==> config.mk <==
export PLATFORM = sky130hd
export DESIGN_NAME = udp_tx_scheduler
export DESIGN_NICKNAME = d
export VERILOG_FILES = /design/src/rtl/udp_tx_scheduler.sv
export SDC_FILE = /design/constraint.sdc
export NUM_CORES = 1
export LEC_CHECK = 0
export BUFFER_PORTS_ARGS = -buffer_cell sky130_fd_sc_hd__buf_2
export CAP_MARGIN = 25
export CORE_ASPECT_RATIO = 1.1
export CORE_MARGIN = 2
export CORE_UTILIZATION = 57
export CTS_CLUSTER_SIZE = 28
export DETAILED_ROUTE_END_ITERATION = 16
export PLACE_DENSITY = 0.89
export SLEW_MARGIN = 20
export SYNTH_ARGS = -nofsm -noshare
export SYNTH_HDL_FRONTEND = slang
export SYNTH_SLANG_ARGS = --single-unit
==> constraint.sdc <==
create_clock -name clk_i -period 27.2 [get_ports clk_i]
set_clock_uncertainty 0.05 [all_clocks]
set_input_delay 1.36 -clock clk_i [delete_from_list [all_inputs] [get_ports clk_i]]
set_output_delay 1.36 -clock clk_i [all_outputs]
set_load 0.05 [all_outputs]
==> src/rtl/udp_tx_scheduler.sv <==
// udp_tx_scheduler
//   Round-robin scheduler that shares one UDP/IPv4/Ethernet transmit byte
//   stream between NUM_REQ payload sources. For each grant it builds the
//   42-byte Ethernet+IPv4+UDP header, fills in the IPv4 header checksum,
//   sends the header and then forwards exactly req_len payload bytes from
//   the granted source. The MAC adds preamble and FCS.
//
//   Build option: define UDP_TX_PAD_EN to pad frames shorter than 60 bytes
//   with 0x00 (IP/UDP lengths keep the unpadded values).
//
// Handshakes: a byte moves on m_* when m_valid_o && m_ready_i on a rising
//   clk_i edge; likewise on s_* with s_valid_i[i] && s_ready_o[i]. Neither
//   valid depends on its own ready. req_ack_o is a one-cycle grant; the
//   request fields of that source are captured on the same edge.
//
// Ports:
//   clk_i, rstn_i        clock, synchronous active-low reset
//   cfg_mac_*/cfg_ip_*   static addressing
//   req_*                per-source request, length and UDP ports
//   req_ack_o            grant pulse
//   s_data/valid/ready   per-source payload streams
//   m_data/valid/last/ready  byte stream to the MAC
//   busy_o               frame in progress
//   len_err_o            sticky: a request asked for more than 1472 bytes
module udp_tx_scheduler #(
  parameter int NUM_REQ = 4,
  parameter int TTL     = 64,
  parameter int LEN_W   = 11
) (
  input  logic                     clk_i,
  input  logic                     rstn_i,
  input  logic [47:0]              cfg_mac_src_i,
  input  logic [47:0]              cfg_mac_dst_i,
  input  logic [31:0]              cfg_ip_src_i,
  input  logic [31:0]              cfg_ip_dst_i,
  input  logic [NUM_REQ-1:0]       req_valid_i,
  input  logic [NUM_REQ*LEN_W-1:0] req_len_i,
  input  logic [NUM_REQ*16-1:0]    req_port_src_i,
  input  logic [NUM_REQ*16-1:0]    req_port_dst_i,
  output logic [NUM_REQ-1:0]       req_ack_o,
  input  logic [NUM_REQ*8-1:0]     s_data_i,
  input  logic [NUM_REQ-1:0]       s_valid_i,
  output logic [NUM_REQ-1:0]       s_ready_o,
  output logic [7:0]               m_data_o,
  output logic                     m_valid_o,
  output logic                     m_last_o,
  input  logic                     m_ready_i,
  output logic                     busy_o,
  output logic                     len_err_o
);
  localparam int IDX_W   = (NUM_REQ > 1) ? $clog2(NUM_REQ) : 1;
  localparam int MAX_PAY = 1472;

`ifdef UDP_TX_PAD_EN
  typedef enum logic [2:0] {S_IDLE, S_GRANT, S_CSUM, S_HDR, S_PAY, S_PAD} state_t;
`else
  typedef enum logic [2:0] {S_IDLE, S_GRANT, S_CSUM, S_HDR, S_PAY} state_t;
`endif

  state_t           state;
  logic [IDX_W-1:0] rr;
  logic [IDX_W-1:0] gnt_idx;
  logic [LEN_W-1:0] len_q;
  logic [15:0]      sport_q;
  logic [15:0]      dport_q;
  logic [15:0]      ident;
  logic [15:0]      cnt;
  logic [5:0]       hdr_idx;
  logic [7:0]       hdr [42];

  // Round-robin pick: first request above the last grant, wrapping.
  logic             found;
  logic [IDX_W-1:0] pick;
  logic [IDX_W-1:0] j;
  always_comb begin
    found = 1'b0;
    pick  = '0;
    j     = '0;
    for (int k = 1; k <= NUM_REQ; k++) begin
      j = IDX_W'((32'(rr) + 32'(k)) % 32'(NUM_REQ));
      if (!found && req_valid_i[j]) begin
        found = 1'b1;
        pick  = j;
      end
    end
  end

  logic [LEN_W-1:0] len_sel;
  logic             len_big;
  logic [LEN_W-1:0] len_clamp;
  assign len_sel   = req_len_i[pick*LEN_W +: LEN_W];
  assign len_big   = 32'(len_sel) > 32'(MAX_PAY);
  assign len_clamp = len_big ? LEN_W'(MAX_PAY) : len_sel;

  logic [15:0] total_len;
  logic [15:0] udp_len;
  assign total_len = 16'd28 + 16'(len_q);
  assign udp_len   = 16'd8 + 16'(len_q);

  // IPv4 header checksum over bytes 14..33; the checksum field is still zero
  // here. Ten words cannot carry more than twice, so two folds are enough.
  logic [19:0] csum_acc;
  logic [16:0] fold1;
  logic [15:0] fold2;
  logic [15:0] csum;
  always_comb begin
    csum_acc = '0;
    for (int i = 0; i < 10; i++)
      csum_acc = csum_acc + 20'({hdr[14+2*i], hdr[15+2*i]});
    fold1 = 17'(csum_acc[15:0]) + 17'(csum_acc[19:16]);
    fold2 = fold1[15:0] + {15'b0, fold1[16]};
    csum  = ~fold2;
  end

  logic pay_last;
  assign pay_last = (32'(cnt) + 32'd1) == 32'(len_q);

`ifdef UDP_TX_PAD_EN
  logic need_pad;
  assign need_pad = 32'(len_q) < 32'd18;  // 42 + len < 60
`endif

  always_comb begin
    req_ack_o = '0;
    if (rstn_i && state == S_IDLE && found) req_ack_o[pick] = 1'b1;
  end

  assign busy_o = (state != S_IDLE);

  always_comb begin
    m_data_o  = 8'h00;
    m_valid_o = 1'b0;
    m_last_o  = 1'b0;
    s_ready_o = '0;
    case (state)
      S_HDR: begin
        m_data_o  = hdr[hdr_idx];
        m_valid_o = 1'b1;
`ifdef UDP_TX_PAD_EN
        m_last_o  = 1'b0;  // an empty payload always pads
`else
        m_last_o  = (hdr_idx == 6'd41) && (len_q == '0);
`endif
      end
      S_PAY: begin
        m_data_o           = s_data_i[gnt_idx*8 +: 8];
        m_valid_o          = s_valid_i[gnt_idx];
        s_ready_o[gnt_idx] = m_ready_i;
`ifdef UDP_TX_PAD_EN
        m_last_o           = pay_last && !need_pad;
`else
        m_last_o           = pay_last;
`endif
      end
`ifdef UDP_TX_PAD_EN
      S_PAD: begin
        m_valid_o = 1'b1;
        m_last_o  = (cnt == 16'd59);
      end
`endif
      default: ;
    endcase
  end

  always_ff @(posedge clk_i) begin
    if (!rstn_i) begin
      state     <= S_IDLE;
      rr        <= IDX_W'(NUM_REQ - 1);
      gnt_idx   <= '0;
      len_q     <= '0;
      sport_q   <= '0;
      dport_q   <= '0;
      ident     <= '0;
      cnt       <= '0;
      hdr_idx   <= '0;
      len_err_o <= 1'b0;
      for (int i = 0; i < 42; i++) hdr[i] <= 8'h00;
    end else begin
      case (state)
        S_IDLE: begin
          if (found) begin
            gnt_idx <= pick;
            rr      <= pick;
            len_q   <= len_clamp;
            sport_q <= req_port_src_i[pick*16 +: 16];
            dport_q <= req_port_dst_i[pick*16 +: 16];
            if (len_big) len_err_o <= 1'b1;
            state   <= S_GRANT;
          end
        end
        S_GRANT: begin
          for (int i = 0; i < 6; i++) begin
            hdr[i]   <= cfg_mac_dst_i[47-8*i -: 8];
            hdr[6+i] <= cfg_mac_src_i[47-8*i -: 8];
          end
          hdr[12] <= 8'h08;
          hdr[13] <= 8'h00;
          hdr[14] <= 8'h45;
          hdr[15] <= 8'h00;
          hdr[16] <= total_len[15:8];
          hdr[17] <= total_len[7:0];
          hdr[18] <= ident[15:8];
          hdr[19] <= ident[7:0];
          hdr[20] <= 8'h40;
          hdr[21] <= 8'h00;
          hdr[22] <= 8'(TTL);
          hdr[23] <= 8'h11;
          hdr[24] <= 8'h00;
          hdr[25] <= 8'h00;
          for (int i = 0; i < 4; i++) begin
            hdr[26+i] <= cfg_ip_src_i[31-8*i -: 8];
            hdr[30+i] <= cfg_ip_dst_i[31-8*i -: 8];
          end
          hdr[34] <= sport_q[15:8];
          hdr[35] <= sport_q[7:0];
          hdr[36] <= dport_q[15:8];
          hdr[37] <= dport_q[7:0];
          hdr[38] <= udp_len[15:8];
          hdr[39] <= udp_len[7:0];
          hdr[40] <= 8'h00;
          hdr[41] <= 8'h00;
          state   <= S_CSUM;
        end
        S_CSUM: begin
          hdr[24] <= csum[15:8];
          hdr[25] <= csum[7:0];
          hdr_idx <= '0;
          state   <= S_HDR;
        end
        S_HDR: begin
          if (m_ready_i) begin
            if (hdr_idx == 6'd41) begin
              hdr_idx <= '0;
              cnt     <= '0;
              if (len_q == '0) begin
`ifdef UDP_TX_PAD_EN
                cnt   <= 16'd42;
                state <= S_PAD;
`else
                ident <= ident + 16'd1;
                state <= S_IDLE;
`endif
              end else begin
                state <= S_PAY;
              end
            end else begin
              hdr_idx <= hdr_idx + 6'd1;
            end
          end
        end
        S_PAY: begin
          if (s_valid_i[gnt_idx] && m_ready_i) begin
            if (pay_last) begin
`ifdef UDP_TX_PAD_EN
              if (need_pad) begin
                cnt   <= 16'd42 + 16'(len_q);  // bytes sent so far
                state <= S_PAD;
              end else begin
                ident <= ident + 16'd1;
                state <= S_IDLE;
              end
`else
              ident <= ident + 16'd1;
              state <= S_IDLE;
`endif
            end else begin
              cnt <= cnt + 16'd1;
            end
          end
        end
`ifdef UDP_TX_PAD_EN
        S_PAD: begin
          if (m_ready_i) begin
            if (cnt == 16'd59) begin
              ident <= ident + 16'd1;
              state <= S_IDLE;
            end else begin
              cnt <= cnt + 16'd1;
            end
          end
        end
`endif
        default: state <= S_IDLE;
      endcase
    end
  end

endmodule

After elaboration in Yosys (flattened, before gate mapping). Memories as Yosys holds them, arrays and structs flattened. A register that Yosys moved wholly into a read port is not among the register bits. Cells that the tools add are included.

Register bits: 89. Bits in writable memories: 336. Input bits: 375. Output and inout port bits: 20. Word-level logic and storage cells: 230. Memories: 1.

Add/subtract/negate cells: 21. Multipliers: 1. Order comparisons: 9. Equality and inequality tests: 13. Shift operators: 4. Mux-type cells: 102. Bitwise logic cells: 46. Reduce and logical (&&, ||, !) cells: 23.

Memory list: hdr (words 42, bits a word 8, read ports 21, clocked after memory_dff 1, wr ports 42, RTL line 69) `logic [7:0] hdr [42];`.

Operators by type and width (number): $mux 8 (44); $mux 16 (9); $shiftx 64x7->16 (2); $add 20x16->20 (5); $pmux 16 s2 (2); $or 1x1->1 (44); $shiftx 44x7->11 (1); $add 16x1->16 const B (2); $shiftx 32x6->8 (1); $mux 6 (4); $add 19x16->20 (1); $add 18x16->19 (1); $add 17x16->18 (1); $lt 2x3->1 const B (6); $mux 1 (18); $mux 3 (6); $add 16x1->17 const B (1); $add 16x16->17 (1); $add 16x4->17 (1); $eq 17x11->1 (1); $add 16x1->16 (1); $not 16->16 (1); $pmux 8 s2 (1); $pmux 3 s5 (1); other kinds (31) (64).

Logic depth before layout (Yosys ltp).
Depth after elaboration: 18. Gate-level depth with buffers: 37. Gate-level depth less buffers: 37.

Least setup slack after synthesis. OpenSTA, ideal clock, no wires.

Kind: register -> register. Start point: memory hdr[17][2]. End point: memory hdr[24][7] (data pin). Library setup time: 0.263 ns. Arrival: 8.511 ns. Data required time: 26.887 ns. Path slack: 18.376 ns. Cell stages (with the launch flop): 36. Path buffers: 0. Clock period less this slack: 8.824 ns. Path through: edfxtp_1 -> inv_1 -> fa_1 -> inv_1 -> fa_1 -> fa_1 -> fa_1 -> ha_1 -> fa_1 -> a211o_2 -> a21bo_2 -> a221oi_1 -> o21bai_1 -> a21o_1 -> a21oi_1 -> xnor2_1 -> ha_1 -> inv_1 -> fa_1 -> nand2b_1 -> a211oi_1 -> and2_1 -> nand3_1 -> nor3_1 -> nand2_1 -> nor2_1 -> ha_1 -> inv_1 -> or3_1 -> nor3_1 -> nand4_1 -> nor2_1 -> o221ai_1 -> a311oi_2 -> o21a_1 -> o21ai_0.

RTL lines (RTL line): from (decl) (69).

==> out/results.md <==
| Group | Metric | Reported |
| --- | --- | --- |
| logic synthesis | Share of synthesized flip-flops with an asynchronous set or reset | 0 |
| worst setup path | CP endpoint kind | flop |
| layout | Proportion of layout cells with a drive suffix above 1 | 0.234 |
| logic synthesis | Mapped Area | 0.0213 mm2 |
| route | Via-per-instance ratio | 5.87 |
| route | Number of violations reported at the end of detailed-routing iteration 0 | 1645 |
| logic synthesis | Gate count after technology mapping | 2085 |
| grt | Global-route congestion overflow total | 0 |
| logic synthesis | Netlist cell types | 74 |
| route | Vias | 17300 |
| timing | RSZ-0062 raised after global routing | false |
| worst setup path | Kind of start point of the critical path | flop |
| clock tree | Hold_buf cts | 0 |
| logic synthesis | Most area-hungry cell type in the Yosys netlist | edfxtp_1 |
| logic synthesis | Sequential share of the synthesized area | 0.439 |
| timing | Final Setup Violations | 0 |
| placement | Count of buffers from port buffering | 394 |
| outcome | Outcome | finished clean |
| logic synthesis | Most repeated cell in the gate-level netlist after synthesis | nand2_1 |
| timing | Post-route setup TNS | 0 ps |
| worst setup path | Worst Path Max Fanout | 7 |
| logic synthesis | List of most frequent post-synthesis cells | 257 x nand2_1, 248 x edfxtp_1, 224 x inv_1 |
| floorplan | Chip Width | 188 um |
| logic synthesis | Syn. warnings | 0 |
| floorplan | Number of primary I/O pins | 395 |
| run | Number of max-cap violations | 0 |
| logic synthesis | Synthesized net count | 2586 |
| clock tree | Sink Count | 344 |
| route | Antenna violation net count after detailed routing | 0 |
| route | WL/cell | 21.2 um |
| timing | Measured slew at the worst slew-check pin | 1040 ps |
| placement | Worst setup timing slack at the placement stage | 17490 ps |
| worst setup path | Required time at the endpoint of the critical path | 27430 ps |
| floorplan | Initial standard-cell utilization of the core | 0.576 |
| clock tree | Number of buffers on the longest clock path | 3 |
| route | Detailed-router iteration count before antenna repair | 9 |
| timing | Peak clock frequency supported by timing | 101 MHz |
| clock tree | Clock edge transition at the registers on the reported setup and hold paths | 60 ps |
| worst hold path | Classification of the worst-slack hold path | flop to flop |
| clock tree | Clock latency reported for the late side of the worst-skew pair | 550 ps |
| grt | Via count of the first global-routing pass | 17200 |
| layout | Area growth from synthesis to layout | 16.4% |
| logic synthesis | Mean area per synthesized cell | 10.2 um2 |
| timing | Minimum setup slack in the final design | 17310 ps |
| floorplan | Die Y-Extent | 207 um |
| timing | Tcrit/Tclk final | 0.364 |
| logic synthesis | Post-synth top flop | edfxtp_1 |
| grt | First-pass GRT wire length | 93.7 mm |
| floorplan | Die outline area | 0.0390 mm2 |
| worst setup path | Worst Path Class, Setup | flop to flop |
| worst setup path | Slowest stage delay, CP | 570 ps |
| timing | Number of endpoints with negative hold slack in the final report | 0 |
| route | Total DRC errors in the routed layout | 0 |
| clock tree | # Post-CTS Setup Buffers | 0 |
| clock tree | Post-cts sizing count | 0 |
| grt | GR Util All Layers | 0.313 |
| timing | Max-slew violation count | 0 |
| floorplan | Core region area | 0.0370 mm2 |
| placement | Final estimated routing congestion in global placement | 0.937 |
| clock tree | Root Buffer | clkbuf_16 |
| worst setup path | Endpoint arrival time on the critical path | 10120 ps |
| clock tree | Number of CTS-inserted buffers | 37 |
| logic synthesis | FF+latch count, synth | 344 |
| clock tree | Count of H-tree levels built during CTS | 2 |
| layout | Final layout net count | 2915 |
| route | Total Wirelength | 62.4 mm |
| logic synthesis | Count of flip-flops with a built-in enable after synthesis | 248 |
| timing | Clock period minus worst slack | 9890 ps |
| worst setup path | Crit path max-delay cell type | fa_1 |
| grt | Pin count of the biggest net entering global routing | 146 |
| placement | Detail Placement HPWL | 47.2 mm |
| logic synthesis | Yosys top cell area share | 0.349 |
| worst setup path | Cell mode on critical path | inv_1 |
| grt | Number of antenna violations at the first check in global routing | 7 |
| logic synthesis | Largest cells by area after synthesis | edfxtp_1 35%, dfxtp_1 9.0%, fa_1 7.7%, mux4_2 7.0%, and2_1 6.5% |
| timing | Headroom to the max-slew limit | 0.306 |
| clock tree | Clock tree from TritonCTS | done |
| layout | Final core area utilization | 0.671 |
| floorplan | Standard-cell rows | 74 |
worst paths after layout:
| check | slack (ps) | startpoint | depth (start not counted) | to |
|---|---|---|---|---|
| max | 17310 | hdr[23][0] | 36 | hdr[24][7] |
| min | 400 | dport_q[10] | 2 | dport_q[10] |
| max reg2reg | 17310 | hdr[23][0] | 36 | hdr[24][7] |
| min reg2reg | 400 | dport_q[10] | 2 | dport_q[10] |
through the flow:
step | hold slack (ps) | area, um2 | std cells
2_1_floorplan | 382 | 21300 | 2085
3_3_place_gp | 391 | 23600 | 2867
3_5_place_dp | 394 | 23600 | 2868
4_1_cts | 402 | 24800 | 2936
5_1_grt | 422 | 24800 | 2941
6_report | 400 | 24800 | 2944
layout make-up:
type                            count  area, um2
Antenna cell                        7       17.5
Clock buffer                       54       1040
Clock inverter                     14        124
Fill cell                        2800      12200
Inverter                          224        841
Multi-Input combinational cell   1397      10700
Sequential cell                   344       9370
Tap cell                          494        618
Timing Repair Buffer              410       2100
sequential cells by signal (all words and copies together), names as in the netlist, named ones only:
register / flops
hdr_idx: 6
rr: 2
cnt: 16
dport_q: 16
gnt_idx: 2
hdr: 249
sport_q: 16
ident: 16
len_q: 11
state: 3
len_err_o: 1
kinds of logic (layout without fill, tap and decap cells):
group           count (synthesis)  count (layout)  share of synthesized area
simple gates                  831             831                      0.197
xor+xnor                       67              67                     0.0294
other cells                     0               7                          0
compound gates                261             261                     0.0792
flops                         344             344                      0.439
buf+inv                       344             702                     0.0611
mux                           112             112                     0.0915
fa+ha+maj                     126             126                      0.103
worst max-delay path, delay by kind of cell (launching register included):
family,cells,cell delay [ps]
compound gates,10,2450
xor+xnor,1,170
fa+ha+maj,8,3210
buf+inv,6,540
flops,1,520
simple gates,11,2710
layout by cell type, fill, tap and decap left out, types with 19 or more instances in the layout:
| master | count |
|---|---|
| nand4_1 | 19 |
| nand2_1 | 256 |
| and3_1 | 21 |
| buf_2 | 394 |
| mux4_2 | 66 |
| xor2_1 | 35 |
| mux2i_1 | 42 |
| and2_1 | 221 |
| inv_1 | 223 |
| fa_1 | 82 |
| nand3_1 | 139 |
| dfxtp_1 | 94 |
| o21ai_0 | 65 |
| ha_1 | 44 |
| a21oi_1 | 82 |
| nor2_1 | 88 |
| edfxtp_1 | 248 |
| xnor2_1 | 29 |
| clkbuf_16 | 37 |
routing by layer:
metal / vias up / global-route usage / wire length [um]
met1: 8300 / 0.383 / 22700
met4: 0 / 0.139 / 2860
met3: 182 / 0.0482 / 5250
li1: 7844 / - / -
met2: 966 / 0.552 / 31600
met5: - / 0 / 0
Power is left out: the tool's default activity adds up to more than one toggle a clock period on the data nets, which glitch-free logic cannot reach.
